$ cat config.mk
export PLATFORM = sky130hd
export DESIGN_NAME = stream_mux_rr
export DESIGN_NICKNAME = d
export VERILOG_FILES = /design/src/rtl/stream_mux_pkg.sv /design/src/rtl/rr_arbiter.sv /design/src/rtl/stream_mux_rr.sv
export SDC_FILE = /design/constraint.sdc
export NUM_CORES = 1
export LEC_CHECK = 0
export ABC_AREA = 1
export BUFFER_PORTS_ARGS = -buffer_cell sky130_fd_sc_hd__buf_2
export CORE_MARGIN = 3
export CORE_UTILIZATION = 48
export CTS_BUF_LIST = sky130_fd_sc_hd__clkbuf_4
export CTS_CLUSTER_DIAMETER = 200
export CTS_CLUSTER_SIZE = 12
export DETAILED_ROUTE_END_ITERATION = 10
export PLACE_DENSITY = 0.82
export SYNTH_ARGS = -nofsm -noshare
export SYNTH_HDL_FRONTEND = slang
export SYNTH_HIERARCHICAL = 1
export SYNTH_SLANG_ARGS = --single-unit
$ cat constraint.sdc
create_clock -name clk -period 2.26 [get_ports clk]
set_clock_uncertainty 0.1 [all_clocks]
set_input_delay 0.452 -clock clk [delete_from_list [all_inputs] [get_ports clk]]
set_output_delay 0.452 -clock clk [all_outputs]
set_load 0.05 [all_outputs]
$ cat src/rtl/stream_mux_pkg.sv
// Shared constants and helpers for the round-robin stream multiplexer.
// Holds default channel width/count and the select-width helper; no state.
package stream_mux_pkg;

  localparam int unsigned DEF_N = 8;
  localparam int unsigned DEF_M = 4;

  function automatic int unsigned sel_w(input int unsigned m);
    return (m > 1) ? $clog2(m) : 1;
  endfunction

endpackage

$ cat src/rtl/rr_arbiter.sv
// Round-robin arbiter: first requester at or above ptr_i, wrapping to 0.
// Ports: req_i (M), ptr_i (S), en_i -> grant_o (one-hot M, gated by en_i),
// index_o (S, winning channel; valid when any req_i bit is set).
module rr_arbiter #(
  parameter int unsigned M = 4,
  parameter int unsigned S = 2
) (
  input  logic [M-1:0] req_i,
  input  logic [S-1:0] ptr_i,
  input  logic         en_i,
  output logic [M-1:0] grant_o,
  output logic [S-1:0] index_o
);

  logic         found;
  logic [S-1:0] idx;
  logic [S-1:0] cand;
  int           c;

  always_comb begin
    found = 1'b0;
    idx   = '0;
    cand  = '0;
    c     = 0;
    for (int k = 0; k < int'(M); k++) begin
      c    = (int'(ptr_i) + k) % int'(M);
      cand = S'(c);
      if (!found && req_i[cand]) begin
        found = 1'b1;
        idx   = cand;
      end
    end
  end

  always_comb begin
    grant_o = '0;
    if (en_i && found) begin
      grant_o[idx] = 1'b1;
    end
  end

  assign index_o = idx;

endmodule

$ cat src/rtl/stream_mux_rr.sv
// M-to-1 valid/ready stream mux, round-robin arbitration, registered output.
// Ports: clk, reset (sync, active-high), in_valid/in_data/in_ready per
// channel, out_valid/out_data/out_sel/out_ready downstream.
// Optional: define STREAM_MUX_LOCK_EN to add in_last and packet locking.
module stream_mux_rr
  import stream_mux_pkg::*;
#(
  parameter  int unsigned N = DEF_N,
  parameter  int unsigned M = DEF_M,
  localparam int unsigned S = sel_w(M)
) (
  input  logic           clk,
  input  logic           reset,
  input  logic [M-1:0]   in_valid,
  input  logic [M*N-1:0] in_data,
`ifdef STREAM_MUX_LOCK_EN
  input  logic [M-1:0]   in_last,
`endif
  output logic [M-1:0]   in_ready,
  output logic           out_valid,
  output logic [N-1:0]   out_data,
  output logic [S-1:0]   out_sel,
  input  logic           out_ready
);

  logic         out_valid_q, out_valid_d;
  logic [N-1:0] out_data_q, out_data_d;
  logic [S-1:0] out_sel_q, out_sel_d;
  logic [S-1:0] ptr_q, ptr_d;

  logic         load_en;
  logic [M-1:0] arb_req;
  logic [S-1:0] arb_ptr;
  logic [M-1:0] grant;
  logic [S-1:0] g_idx;
  logic         xfer;
  logic [S-1:0] g_nxt;

  // Register empty or draining this cycle; reset blocks all accepts.
  assign load_en = !out_valid_q || out_ready;

`ifdef STREAM_MUX_LOCK_EN
  logic         lock_q, lock_d;
  logic [S-1:0] lock_ch_q, lock_ch_d;

  // While locked only the owning channel may request, searched from itself.
  assign arb_req = lock_q ? (in_valid & (M'(1) << lock_ch_q)) : in_valid;
  assign arb_ptr = lock_q ? lock_ch_q : ptr_q;
`else
  assign arb_req = in_valid;
  assign arb_ptr = ptr_q;
`endif

  rr_arbiter #(
    .M (M),
    .S (S)
  ) u_arb (
    .req_i   (arb_req),
    .ptr_i   (arb_ptr),
    .en_i    (load_en && !reset),
    .grant_o (grant),
    .index_o (g_idx)
  );

  assign in_ready = grant;
  assign xfer     = |grant;
  assign g_nxt    = (int'(g_idx) == int'(M) - 1) ? '0 : g_idx + S'(1);

  always_comb begin
    out_valid_d = out_valid_q;
    out_data_d  = out_data_q;
    out_sel_d   = out_sel_q;
    ptr_d       = ptr_q;
`ifdef STREAM_MUX_LOCK_EN
    lock_d      = lock_q;
    lock_ch_d   = lock_ch_q;
`endif
    if (xfer) begin
      out_valid_d = 1'b1;
      out_data_d  = in_data[int'(g_idx)*N +: N];
      out_sel_d   = g_idx;
`ifdef STREAM_MUX_LOCK_EN
      if (in_last[g_idx]) begin
        lock_d = 1'b0;
        ptr_d  = g_nxt;
      end else begin
        lock_d    = 1'b1;
        lock_ch_d = g_idx;
      end
`else
      ptr_d = g_nxt;
`endif
    end else if (out_valid_q && out_ready) begin
      out_valid_d = 1'b0;
    end
  end

  always_ff @(posedge clk) begin
    if (reset) begin
      out_valid_q <= 1'b0;
      out_data_q  <= '0;
      out_sel_q   <= '0;
      ptr_q       <= '0;
`ifdef STREAM_MUX_LOCK_EN
      lock_q      <= 1'b0;
      lock_ch_q   <= '0;
`endif
    end else begin
      out_valid_q <= out_valid_d;
      out_data_q  <= out_data_d;
      out_sel_q   <= out_sel_d;
      ptr_q       <= ptr_d;
`ifdef STREAM_MUX_LOCK_EN
      lock_q      <= lock_d;
      lock_ch_q   <= lock_ch_d;
`endif
    end
  end

  assign out_valid = out_valid_q;
  assign out_data  = out_data_q;
  assign out_sel   = out_sel_q;

endmodule

Word-level counts from Yosys, hierarchy flattened
Index checks and enable logic that the tools add are counted.
- shift-type cells: 1
- add/subtract/negate cells: 4
- $mul: 0
- multiplexer cells: 22
- bitwise gates (word level): 0
- div/mod/pow operators: 0
- equal/unequal tests: 1
- $lt $le $gt $ge: 6
- reduce and logical (&&, ||, !) cells: 15
- operators with widths (cell ; number):
    32-bit by 6-bit variable part select with 8-bit output ; 1
    2-bit by 3-bit < comparator with 1-bit output, second input constant ; 5
    1-bit 2-to-1 mux ; 11
    2-bit 2-to-1 mux ; 5
    1-bit binary-select mux with 2-bit select ; 4
    1-bit logical AND ; 7
    1-bit zero test ; 5
    2-bit by 1-bit adder with 2-bit output, second input constant ; 2
    2-bit adder, second input constant ; 2
    4-bit 2-to-1 mux ; 1
    4-bit OR reduction ; 1
    1-bit demux with 2-bit select ; 1
    2-bit by 1-bit equality test with 1-bit output, second input constant ; 1
    2-bit by 1-bit >= comparator with 1-bit output, second input constant ; 1
    2-bit nonzero test ; 1
    1-bit logical OR ; 1
- memory bits (read-only): 0
- memory bits (writable): 0
- memories kept: 0
- logic and storage cells: 53
- latch bits: 0
- register bits: 13

Logic depth before layout (Yosys ltp)
- depth in word-level cells: 19
- mapped depth: 18

Modules after synthesis
Netlist, hierarchy kept.
- by module, submodules not included (module ; cells an instance ; area each (um^2) ; instances ; seq. area each (um^2)):
    stream_mux_rr ; 128 ; 825.8 ; 1 ; 260.2
    rr_arbiter ; 66 ; 320.3 ; 1 ; 0.0

Worst setup path before layout
OpenSTA, ideal clock, no wires.
- path kind: register to register
- from: reg ptr_q[0] (netlist: arb_ptr[0])
- to: reg out_data_q[0] (netlist: out_data[0])
- stages on the path, launching flop included: 16
- data arrival time: 2.396 ns
- slack: -0.345 ns
- setup time: 0.109 ns
- required time: 2.051 ns
- buffers on the path: 2
- period minus slack after synthesis: 2.605 ns
- cells stage by stage: dfxtp_1 buf_6 nand2_1 nand3_1 nand2_2 nor2_4 nand3_1 nand2_2 nand3_2 nor2_1 nor2_2 nand2_2 buf_6 nand3_1 nand2_1 inv_1
- longest elaborated chain between the ends: 18
- elaborated cells between the ends (all ways): 34
- ends and longest elaborated chain (item ; line ; text):
    start, declared ; stream_mux_rr.sv:29 ; logic [S-1:0] ptr_q, ptr_d;
    start signal, assigned ; stream_mux_rr.sv:112 ; ptr_q <= ptr_d;
    branches (longest 16 deep; another with 2-bit by 3-bit < comparator with 1-bit output) ; n/a ;
    4-bit 2-to-1 mux * ; rr_arbiter.sv:37 ; if (en_i && found) begin
    named net in_ready[1] ; stream_mux_rr.sv:19 ; output logic [M-1:0] in_ready,
    4-bit OR reduction * ; stream_mux_rr.sv:66 ; assign xfer = |grant;
    end signal, assigned ; stream_mux_rr.sv:110 ; out_data_q <= out_data_d;
    end, declared ; stream_mux_rr.sv:27 ; logic [N-1:0] out_data_q, out_data_d;
Mark *: on every way through the listed nets, which the timed path passes. The select of a mux whose other input is x is not followed.
A chain may end at the register's enable or synchronous reset.

Final worst setup path
- from: reg ptr_q[1] (netlist: arb_ptr[1])
- to: out in_ready[0]
- longest elaborated chain between the ends: 17
- elaborated cells between the ends (all ways): 32
- ends and longest elaborated chain (item ; line):
    branches (longest 16 deep; another with 2-bit by 3-bit < comparator with 1-bit output) ; n/a
    4-bit 2-to-1 mux * ; rr_arbiter.sv:37
    end, declared ; stream_mux_rr.sv:19
Every way passes the cells marked *. The select of a mux whose other input is x is not followed.

==> impl_metrics.env <==
export IMPL_ys_warn_count=6
export IMPL_nFillCells=108
export IMPL_grt_usage=0.271
export IMPL_setup_viol=17
export IMPL_vias=1705
export IMPL_slowest_stage="dfxtp_4"
export IMPL_p_per_area_nw_per_um2=1900
export IMPL_grt_pass1_vias=1373
export IMPL_async_flop_share=0
export IMPL_power_internal_mw=1.80
export IMPL_power_switching_mw=1.99
export IMPL_numCtsBuffers=3
export IMPL_avgSynthCellArea_um2=5.91
export IMPL_path_max_fanout=7
export IMPL_dieArea_um2=3010
export IMPL_post_route_drc_count=0
export IMPL_critPathTopFamily="simple AND/OR/NAND/NOR gates"
export IMPL_switching_share=0.526
export IMPL_ys_types=21
export IMPL_worst_pin_slew_ns=0.448
export IMPL_setup_ws_ns=-0.270
export IMPL_dp_hpwl_mm=2.27
export IMPL_max_stage_delay_ns=0.42
export IMPL_chipWidth_um=54.9
export IMPL_cts_tree="yes"
export IMPL_antenna_cells=0
export IMPL_synth_top_area_share=0.227
export IMPL_peakVddDrop_uv=1380
export IMPL_critPathCaptureType="output port"
export IMPL_final_setup_tns_ns=-3.68
export IMPL_m1WireLength_mm=1.67
export IMPL_maxCapViolCount=0
export IMPL_status="finished, violations left"
export IMPL_grt_pass1_wl_mm=5.77
export IMPL_clock_latency_ns=0.28
export IMPL_overflow=0
export IMPL_htree_levels=1
export IMPL_via_per_inst=5.66
export IMPL_post_place_ws_ns=-0.0576
export IMPL_clock_tree_buffer_depth=2
export IMPL_fin_area_um2=2000
export IMPL_met2WireLength_mm=2.64
export IMPL_portBuffers=53
export IMPL_synth_seq_cells=13
export IMPL_final_antenna_net_count=0
export IMPL_cts_root_buffer="clkbuf_4"
export IMPL_wl_mm=5.11
export IMPL_r2r_slack_ns=-0.26
export IMPL_syn_to_final_growth_pct=74.6
export IMPL_startpoint="arb_ptr[1]"
export IMPL_rsz0062_at_grt="true"
export IMPL_synth_area_leaders="dfxtp_1 (23%), nand2_1 (22%), nand3_1 (11%)"
export IMPL_fin_crit_sh=1.12
export IMPL_syn_area_um2=1150
export IMPL_grt_max_degree=23
export IMPL_yosysMostFrequentCell="nand2_1"
export IMPL_finalHoldViolCount=0
export IMPL_r2r_end="arb_ptr[1]"
export IMPL_pwr_share_comb=0.854
export IMPL_worstPathRequired_ns=1.71
export IMPL_dr_pass1_iters=4
export IMPL_finalMaxSlewViolations=0
export IMPL_syn_nets=234
export IMPL_ios=54
export IMPL_num_rows=17
export IMPL_design_core_area_um2=2230
export IMPL_hp_class="in2reg"
export IMPL_startpoint_type="register"
export IMPL_reg2reg_depth=15
export IMPL_synth_edf_count=0
export IMPL_regArea_um2=268
export IMPL_wl_per_cell_um=17.0
export IMPL_clkSlewWorstSetupHoldPaths_ns=0.09
export IMPL_initial_core_util=0.513
export IMPL_antenna_found_initial=0
export IMPL_final_layout_size_suffix_gt1_frac=0.538
export IMPL_critPathBufInv=3
export IMPL_violations="setup timing"
export IMPL_power_frac_clock=0.042
export IMPL_crit_type="reg2out"
export IMPL_leakage_nw=1.12
export IMPL_num_nets_final=314
export IMPL_cp_cell_sequence="inv_2 -> nand2_1 -> nand2_2 -> nand2_4 -> nand2_4 -> buf_4 -> a21oi_2 -> nand2_2 -> nand2_2 -> nand2_4 -> nor2_4 -> buf_8"
export IMPL_dr_first_iter_drc_count=90
export IMPL_crit_end="in_ready[0]"
export IMPL_top_layer="met4"
export IMPL_cp_data_arrival_time_ns=1.98
export IMPL_chipHeight_um=54.9
export IMPL_synth_area_leader_cell="dfxtp_1"
export IMPL_cp_num_cells=12
export IMPL_wl_met3_um=416
export IMPL_power_frac_seq=0.105
export IMPL_place_gp_congestion=0.755
export IMPL_multi_input_area_um2=893
export IMPL_period_needed_ns=2.53
export IMPL_ys_top_cells_by_count="nand2_1 (66), nand3_1 (25), inv_1 (22)"
export IMPL_synth_flop_cell="dfxtp_1"
export IMPL_cts_sinks=13
export IMPL_r2r_start="arb_ptr[1]"
export IMPL_clock_fmax_mhz=395
export IMPL_dpl_cell_area_um2=1490
export IMPL_netlist_instances=194
export IMPL_slew_headroom=0.701
export IMPL_ys_seq_area_frac=0.227
[layer usage]
layer,GRT usage,vias up
met5,0,-
met3,0.0817,44
met1,0.261,755
met2,0.486,131
li1,-,775
met4,0.187,0
[layout by cell type, fill, tap and decap left out, drive strengths merged, types with 2 or more instances in the layout]
cell type | Yosys | routed
nor2 | 10 | 10
a21oi | 10 | 10
clkbuf | 0 | 6
inv | 28 | 28
nand2 | 79 | 79
dfxtp | 13 | 13
nand3 | 27 | 27
o21ai | 15 | 15
buf | 8 | 80
nand3b | 2 | 2
[sequential cells by signal, summed over array words and instances, names as in the netlist]
signal     count
out_data       8
out_sel        2
arb_ptr        2
out_valid      1
[worst min path at each step]
stage                      startpoint          end  slack, ns  depth (start not counted)
after floorplan                 reset   arb_ptr[1]       0.42                          1
after global placement    out_data[2]  out_data[2]       0.40                          2
final                           reset   arb_ptr[1]       0.27                          2
after CTS                       reset   arb_ptr[1]       0.27                          2
after global routing            reset   arb_ptr[1]       0.27                          2
after detailed placement  out_data[6]  out_data[6]       0.41                          2
[layout make-up]
cell class | instances | area share
multi-input combinational | 145 | 0.447
timing repair buffer | 83 | 0.327
sequential | 13 | 0.134
inverter | 28 | 0.0600
tap | 28 | 0.0175
clock buffer | 4 | 0.0150
[power groups by stage]
stage | clock network [mW] | logic (mW) | registers [mW]
floorplan | 0 | 1.44 | 0.596
global placement | 0 | 2.03 | 0.370
detailed placement | 0 | 2.06 | 0.369
CTS | 0.153 | 2.48 | 0.378
global route | 0.168 | 3.44 | 0.409
finish | 0.158 | 3.24 | 0.397
[cells by family after synthesis]
| kind of cell | synth area share |
|---|---|
| and+or+nand+nor | 0.476 |
| buffers and inverters | 0.174 |
| AOI/OAI and AO/OA | 0.112 |
| DFF | 0.227 |
| adders and majority gates | 0.0109 |
[timing repair]
action	CTS	global route
hold buffers	0	0
buffers inserted	10	6
endpoints found under the setup margin	5	17
resized for setup	34	39
cloned	1	3
hold endpoints to repair	0	0
pin swaps	21	22
[per-stage QoR]
| stage | power (mW) | hold WS [ns] | std cells | util |
|---|---|---|---|---|
| global route | 4.02 | 0.275 | 301 | 0.896 |
| finish | 3.79 | 0.270 | 301 | 0.896 |
| global placement | 2.40 | 0.405 | 277 | 0.667 |
| floorplan | 2.04 | 0.421 | 194 | - |
| CTS | 3.01 | 0.267 | 292 | 0.785 |
| detailed placement | 2.42 | 0.408 | 277 | 0.667 |
Power figures use the tool's default switching activity.
